## src/rtl/dct8_pkg.sv

```systemverilog
// Shared constants and types for the streaming 8-point DCT-II core.
// Coefficients are orthonormal DCT-II basis values in signed Q1.15.
package dct8_pkg;

    localparam int COEF_W    = 16;
    localparam int COEF_FRAC = 15;
    localparam int ROUND_K   = 1 << (COEF_FRAC - 1);

    typedef enum logic [1:0] {
        LOAD,
        MAC,
        EMIT
    } state_e;

    typedef logic signed [COEF_W-1:0] coef_t;

    // 16384 * cos(m*pi/16); a_0 * 32768 rounds to the same value as C4
    localparam coef_t C1 = 16'sd16069;
    localparam coef_t C2 = 16'sd15137;
    localparam coef_t C3 = 16'sd13623;
    localparam coef_t C4 = 16'sd11585;
    localparam coef_t C5 = 16'sd9102;
    localparam coef_t C6 = 16'sd6270;
    localparam coef_t C7 = 16'sd3196;

    localparam coef_t COEF_TBL [8][8] = '{
        '{ C4,  C4,  C4,  C4,  C4,  C4,  C4,  C4},
        '{ C1,  C3,  C5,  C7, -C7, -C5, -C3, -C1},
        '{ C2,  C6, -C6, -C2, -C2, -C6,  C6,  C2},
        '{ C3, -C7, -C1, -C5,  C5,  C1,  C7, -C3},
        '{ C4, -C4, -C4,  C4,  C4, -C4, -C4,  C4},
        '{ C5, -C1,  C7,  C3, -C3, -C7,  C1, -C5},
        '{ C6, -C2,  C2, -C6, -C6,  C2, -C2,  C6},
        '{ C7, -C5,  C3, -C1,  C1, -C3,  C5, -C7}
    };

endpackage

```

## src/rtl/dct8_fix2int.sv

```systemverilog
// Q.15 accumulator to OUT_W integer: optional half-up rounding,
// then either saturation or two's-complement wrap.
module dct8_fix2int #(
    parameter int ACC_W    = 27,
    parameter int OUT_W    = 12,
    parameter int ROUND_EN = 1,
    parameter int SAT_EN   = 1
) (
    input  logic signed [ACC_W-1:0] acc_i,
    output logic signed [OUT_W-1:0] int_o
);
    import dct8_pkg::*;

    localparam int RW = ACC_W + 1;
    localparam int WW = ((RW > OUT_W) ? RW : OUT_W) + 1;

    localparam logic signed [WW-1:0] MAX_V =
        {{(WW-OUT_W+1){1'b0}}, {(OUT_W-1){1'b1}}};
    localparam logic signed [WW-1:0] MIN_V =
        {{(WW-OUT_W+1){1'b1}}, {(OUT_W-1){1'b0}}};

    logic signed [RW-1:0] biased;
    logic signed [RW-1:0] shifted;
    logic signed [WW-1:0] wide;

    // One guard bit keeps the rounding add from overflowing
    always_comb begin
        biased = {acc_i[ACC_W-1], acc_i};
        if (ROUND_EN != 0) begin
            biased = biased + RW'(ROUND_K);
        end
        shifted = biased >>> COEF_FRAC;
        wide    = {{(WW-RW){shifted[RW-1]}}, shifted};
        int_o   = wide[OUT_W-1:0];
        if (SAT_EN != 0) begin
            if (wide > MAX_V) begin
                int_o = MAX_V[OUT_W-1:0];
            end else if (wide < MIN_V) begin
                int_o = MIN_V[OUT_W-1:0];
            end
        end
    end

endmodule

```

## src/rtl/dct8_stream_core.sv

```systemverilog
// Streaming 8-point DCT-II: load eight samples, one shared MAC,
// serial coefficient output with valid/ready backpressure.
module dct8_stream_core #(
    parameter int DATA_W   = 8,
    parameter int OUT_W    = 12,
    parameter int ROUND_EN = 1,
    parameter int SAT_EN   = 1
) (
    input  logic                     clk,
    input  logic                     rst,
    input  logic                     in_valid,
    input  logic signed [DATA_W-1:0] in_data,
    output logic                     in_ready,
    output logic                     out_valid,
    output logic signed [OUT_W-1:0]  out_data,
    output logic [2:0]               out_idx,
    output logic                     out_last,
    input  logic                     out_ready
);
    import dct8_pkg::*;

    localparam int PROD_W = DATA_W + COEF_W;
    localparam int ACC_W  = DATA_W + 19;

    state_e state_q, state_d;

    logic [2:0] n_q, n_d;
    logic [2:0] k_q, k_d;

    logic signed [DATA_W-1:0] buf_q [8];

    logic signed [ACC_W-1:0] acc_q, acc_d;

    logic                    out_valid_q, out_valid_d;
    logic signed [OUT_W-1:0] out_data_q, out_data_d;
    logic [2:0]              out_idx_q, out_idx_d;
    logic                    out_last_q, out_last_d;

    logic [2:0]               mk;
    logic [2:0]               mn;
    coef_t                    coef;
    logic signed [PROD_W-1:0] prod;
    logic signed [ACC_W-1:0]  prod_x;
    logic signed [OUT_W-1:0]  fix_w;
    logic                     emit_hs;

    // An accepted X[k] handshake doubles as the n=0 MAC step of k+1
    assign mk = (state_q == EMIT) ? k_q + 3'd1 : k_q;
    assign mn = (state_q == EMIT) ? 3'd0 : n_q;

    assign coef   = COEF_TBL[mk][mn];
    assign prod   = buf_q[mn] * coef;
    assign prod_x = ACC_W'(prod);

    assign emit_hs = out_valid_q && out_ready;

    dct8_fix2int #(
        .ACC_W    (ACC_W),
        .OUT_W    (OUT_W),
        .ROUND_EN (ROUND_EN),
        .SAT_EN   (SAT_EN)
    ) u_fix2int (
        .acc_i (acc_q),
        .int_o (fix_w)
    );

    always_comb begin
        state_d     = state_q;
        n_d         = n_q;
        k_d         = k_q;
        acc_d       = acc_q;
        out_valid_d = out_valid_q;
        out_data_d  = out_data_q;
        out_idx_d   = out_idx_q;
        out_last_d  = out_last_q;
        unique case (state_q)
            LOAD: begin
                if (in_valid) begin
                    n_d = n_q + 3'd1;
                    if (n_q == 3'd7) begin
                        state_d = MAC;
                        n_d     = 3'd0;
                        k_d     = 3'd0;
                    end
                end
            end
            MAC: begin
                acc_d = (n_q == 3'd0) ? prod_x : acc_q + prod_x;
                n_d   = n_q + 3'd1;
                if (n_q == 3'd7) begin
                    state_d = EMIT;
                    n_d     = 3'd0;
                end
            end
            EMIT: begin
                if (!out_valid_q) begin
                    out_valid_d = 1'b1;
                    out_data_d  = fix_w;
                    out_idx_d   = k_q;
                    out_last_d  = (k_q == 3'd7);
                end else if (emit_hs) begin
                    out_valid_d = 1'b0;
                    if (k_q == 3'd7) begin
                        state_d = LOAD;
                        n_d     = 3'd0;
                        k_d     = 3'd0;
                    end else begin
                        state_d = MAC;
                        k_d     = k_q + 3'd1;
                        acc_d   = prod_x;
                        n_d     = 3'd1;
                    end
                end
            end
            default: begin
                state_d = LOAD;
            end
        endcase
    end

    always_ff @(posedge clk) begin
        if (rst) begin
            state_q     <= LOAD;
            n_q         <= 3'd0;
            k_q         <= 3'd0;
            acc_q       <= '0;
            out_valid_q <= 1'b0;
            out_data_q  <= '0;
            out_idx_q   <= 3'd0;
            out_last_q  <= 1'b0;
        end else begin
            state_q     <= state_d;
            n_q         <= n_d;
            k_q         <= k_d;
            acc_q       <= acc_d;
            out_valid_q <= out_valid_d;
            out_data_q  <= out_data_d;
            out_idx_q   <= out_idx_d;
            out_last_q  <= out_last_d;
        end
    end

    always_ff @(posedge clk) begin
        if (in_valid && in_ready) begin
            buf_q[n_q] <= in_data;
        end
    end

    assign in_ready  = (state_q == LOAD) && !rst;
    assign out_valid = out_valid_q;
    assign out_data  = out_data_q;
    assign out_idx   = out_idx_q;
    assign out_last  = out_last_q;

endmodule

```

## config.mk

```make
export PLATFORM = sky130hd
export DESIGN_NAME = dct8_stream_core
export DESIGN_NICKNAME = d
export VERILOG_FILES = /design/src/rtl/dct8_pkg.sv /design/src/rtl/dct8_fix2int.sv /design/src/rtl/dct8_stream_core.sv
export SDC_FILE = /design/constraint.sdc
export NUM_CORES = 1
export LEC_CHECK = 0
export ABC_AREA = 1
export CAP_MARGIN = 20
export CORE_ASPECT_RATIO = 0.9
export CORE_MARGIN = 4
export CORE_UTILIZATION = 59
export CTS_BUF_LIST = sky130_fd_sc_hd__clkbuf_8 sky130_fd_sc_hd__clkbuf_16
export CTS_CLUSTER_SIZE = 40
export DETAILED_ROUTE_END_ITERATION = 8
export PLACE_DENSITY_LB_ADDON = 0.15
export SKIP_CTS_REPAIR_TIMING = 1
export SYNTH_ARGS = -nofsm -noshare
export SYNTH_HDL_FRONTEND = slang
export SYNTH_HIERARCHICAL = 1
export SYNTH_SLANG_ARGS = --single-unit
```

## constraint.sdc

```tcl
create_clock -name clk -period 7.13 [get_ports clk]
set_input_delay 1.426 -clock clk [delete_from_list [all_inputs] [get_ports clk]]
set_output_delay 1.426 -clock clk [all_outputs]
set_load 0.005 [all_outputs]
```

Word-level counts from Yosys, hierarchy flattened
Memory sizes are Yosys's and may differ from the RTL's.
Index checks and enable logic that the tools add are counted.
Operators by class
  add/sub/neg operators: 4
  multipliers: 1
  div/mod/pow operators: 0
  $lt $le $gt $ge: 4
  equal/unequal tests: 10
  shift operators: 0
  muxes and demuxes: 37
  bitwise gates (word level): 3
  reductions and logical operators: 14
Operator list (count)
  $mux 128: 2
  $mux 27: 4
  $pmux 27 s2: 1
  $bmux 16 s3: 1
  $mux 3: 11
  $mux 16: 2
  $add 27x16->28 const B: 1
  $add 27x24->27: 1
  $mul 8x16->24: 1
  $mux 12: 2
  $gt 13x12->1 const B: 1
  $lt 13x12->1 const B: 1
  $ne 2x2->1 const B: 6
  $mux 2: 5
  $reduce_and 5->1: 2
  $pmux 3 s3: 1
  $ge 4x4->1 const B: 2
  $not 3->4: 2
  $reduce_and 4->1: 2
  $add 3x1->3 const B: 2
  $eq 3x3->1 const B: 2
  $mux 1: 6
  $pmux 2 s3: 1
  $pmux 3 s2: 1
  10 further kinds: 13
Storage, ports and cells
  register bits: 52
  latch bits: 0
  bits in writable memories: 64
  bits in read-only memories: 1024
  output and inout bits: 18
  memories kept: 2
Memory list
  (name not given): words 8, bits a word 128, rd ports 1, clocked after memory_dff 0, write ports 0, RTL line dct8_stream_core.sv:51  | assign coef = COEF_TBL[mk][mn];
  buf_q: words 8, bits a word 8, rd ports 1, clocked after memory_dff 0, write ports 1, RTL line dct8_stream_core.sv:30  | logic signed [DATA_W-1:0] buf_q [8];

Logic depth before layout (Yosys ltp)
  depth after elaboration: 14
  gate-level depth with buffers: 52
  mapped depth without buffers: 51

Modules after synthesis
The synthesis kept the hierarchy.
By module, submodules not included
  dct8_stream_core: times used 1, cells an instance 1851, area an instance 13091.3 µm², sequential area each 2962.8 µm²
  dct8_fix2int: times used 1, cells an instance 81, area an instance 456.7 µm², sequential area each 0.0 µm²

Worst setup path before layout
OpenSTA, ideal clock, no wires.
  path kind: register to register
  start point: register state_q[0]
  end point: register acc_q[20]
  data arrival time: 6803 ps
  required time: 7059 ps
  setup slack: 257 ps
  stages on the path, launching flop included: 42
  period minus slack after synthesis: 6873 ps
  path through: dfxtp_1 > inv_2 > nand2_2 > buf_12 > nand2_1 > nand2_2 > inv_1 > ha_1 > inv_1 > nor2_2 > inv_1 > nand2_1 > nand2_1 > inv_1 > o21ai_1 > nand4_2 > nand2_1 > nor2_1 > [6 not listed] > ha_1 > a21oi_1 > nand3_1 > nand4_1 > nand2_1 > or2_2 > and2_1 > ha_1 > nand2_1 > nor2_1 > inv_1 > nor3_1 > nand3_1 > nand3_1 > nand2_1 > nand3_1 > nand3_1 > a21oi_1
Between the ends
  word-level cells in the longest chain between the ends: 14
  elaborated cells on any way between the ends: 25
RTL lines
  start, declared: RTL line dct8_stream_core.sv:25  | state_e state_q, state_d;
  start signal, assigned: RTL line dct8_stream_core.sv:132  | state_q <= state_d;
  parallel branches: the longest is 14 deep, another holds $mem_v2 8x128
  end signal, assigned: RTL line dct8_stream_core.sv:126  | acc_q <= '0;
  end signal, assigned: RTL line dct8_stream_core.sv:135  | acc_q <= acc_d;
  end, declared: RTL line dct8_stream_core.sv:32  | logic signed [ACC_W-1:0] acc_q, acc_d;
Parallel ways; which one is timed is not known. The select of a mux whose other input is x is not followed.
A chain may end at the register's enable or synchronous reset.

Final worst setup path
  start point: register k_q[1]
  end point: register acc_q[20]
Between the ends
  word-level cells in the longest chain between the ends: 14
  elaborated cells on any way between the ends: 19
RTL lines
  start, declared: RTL line dct8_stream_core.sv:28  | logic [2:0] k_q, k_d;
  start signal, assigned: RTL line dct8_stream_core.sv:134  | k_q <= k_d;
  parallel branches: the longest is 14 deep, another holds $mem_v2 8x128
Parallel ways; which one is timed is not known. The select of a mux whose other input is x is not followed.

==> reports/results.ini <==
[synth]
synth_top_area_cell=fa_1
syn_nets=2135
yosysTopAreaCellShare_pct=15.1
ys_ff_latch=116
syn-cell-area_mm2=0.0135
synth_cell_type_count=61
synth_edf_count=64
synthTopCellsByCount=nand2_1, inv_1, nor2_1
syn_avg_cell_area_um2=7.01
yosysWarnings=6
ys.flop_type=edfxtp_1
synthArstFlopShare_pct=0
netlist_instances=1932
yosysSeqAreaShare_pct=21.9
synth.most_common_cell=nand2_1
synth_area_leaders=fa_1, edfxtp_1, nand2_1

[setup_path]
crit_path_max_fanout=7
worst_path_most_repeated_cell=nand2_1
crit_path_max_incr_delay_ps=560
cp_slowest_cell=fa_1
criticalPathCategory=register to register
end_kind=register
arrival_ps=7690
worstPathRequired_ps=7460
critPathLaunchType=register

[clock_tree]
clk_pin_slew_worst_paths_ps=80
cts_root_buf=clkbuf_16
cts_tree=done
cts_max_path_buffers=2
clock_latency_ps=440
h-tree-depth=4
cts_sinks=116
cts_inserted_buffers=17

[detailed_routing]
drc_errors=0
viasPerCell=5.89
drt-pass1-iter-count=8
antenna_left=0
wl_per_cell_um=19.4
wl_um=48700
dr_total_vias=14802
first_iter_violations=1922

[die]
rows=52
die-area_mm2=0.0255
die_w_um=168
core_mm2=0.0225
dieHeight_um=152
ios=30
initial_core_util_pct=60.2

[place]
dp_hpwl_um=31300
port_buffers=29
place.gp.congestion=1.01
placed_cells_incl_taps=2435
dpl_cell_area_mm2=0.0157

[flow_run]
cap_violations=0

[final_layout]
area_growth_pct=37.4
nets=2407
design_area_mm2=0.0186
drive_gt1_share_pct=34.0
num_antenna_cells=0
instances_no_fill=2514

[timing]
max_freq_ghz=0.136
rsz0062_at_grt=yes
hold_viol_final=0
setup_violations=12
finalWorstSetupSlack_ps=-228
period_minus_slack_ps=7360
slew_headroom_pct=29.8
maxSlewViolCount=0
clock_skew_ps=21.8
fin_crit_sh_pct=103
tns_ps=-957
worst_pin_slew_ps=1050
timing.hold.ws_ps=519

[global_route]
grt_pass1_vias=13109
grt_remaining_overflow=0
antenna_found_initial=0
grt_usage_pct=32.6
grt_pass1_wl_um=66800
grt_max_degree=49

[outcome]
status=finished with violations
violations=negative setup slack

[min_path]
hold_path.class=register to register

==> worst max-delay path, delay by kind of cell (launching register included) <==
| kind | cells | cell delay, ps |
|---|---|---|
| AOI/OAI and AO/OA | 4 | 460 |
| and+or+nand+nor | 21 | 2470 |
| DFF | 1 | 340 |
| adders and majority gates | 8 | 3060 |
| buffers and inverters | 8 | 870 |
==> sequential cells by signal, indices dropped and copies added (netlist names), 2 cells and up <==
register  cells
buf_q        64
acc_q        27
out_data     12
k_q           3
n_q           3
out_idx       3
state_q       2
==> layout by cell type (no fill, tap or decap), types with 24 or more instances in the layout <==
master	n
ha_4	46
nand2_4	28
nor2_4	38
fa_1	91
buf_6	24
a21oi_1	51
inv_2	47
nand2_1	410
clkdlybuf4s50_1	29
inv_1	288
edfxtp_1	64
ha_1	41
a21oi_2	38
nor2_1	145
buf_4	242
dfxtp_1	48
nor2_2	41
nand2_2	93
nand3_1	113
o21ai_0	66
==> stage by stage <==
step                      utilization, %  setup slack, ps
after CTS                           72.4             -562
after detailed placement            69.7             -473
after global placement              69.7             -440
after floorplan                        -              257
final                               82.7             -228
after global routing                82.7             -377
==> worst paths after layout <==
path,from,endpoint,slack (ps),depth (start not counted)
setup / recovery,k_q[1],acc_q[20],-230,41
setup reg to reg,k_q[1],acc_q[20],-230,41
hold reg to reg,out_data[8],out_data[8],520,2
hold / removal,out_data[8],out_data[8],520,2
==> final cells by class <==
| cell class | instances | area (um2) |
|---|---|---|
| inverters | 346 | 1330 |
| well taps | 297 | 372 |
| clock inverters | 15 | 168 |
| fillers | 1361 | 3890 |
| flip-flops and latches | 116 | 2970 |
| multi-input cells | 1415 | 10700 |
| clock buffers | 17 | 425 |
| repair buffers | 308 | 2630 |
==> per-layer routing <==
metal | global-route usage (%) | share of wire, %
met2 | 50.3 | 45
met1 | 46.4 | 38
met5 | 0 | 0
met3 | 7.63 | 12
met4 | 9.33 | 5.1
==> kinds of logic after synthesis <==
logic type      share of synthesized area, %
xor+xnor                                1.62
compound gates                          10.5
mux                                    0.148
simple gates                            30.4
buf+inv                                 12.1
fa+ha+maj                               23.3
flops                                   21.9
Power is not shown: default switching activity piles up to over one toggle a cycle in this logic, so the estimate is an artifact.
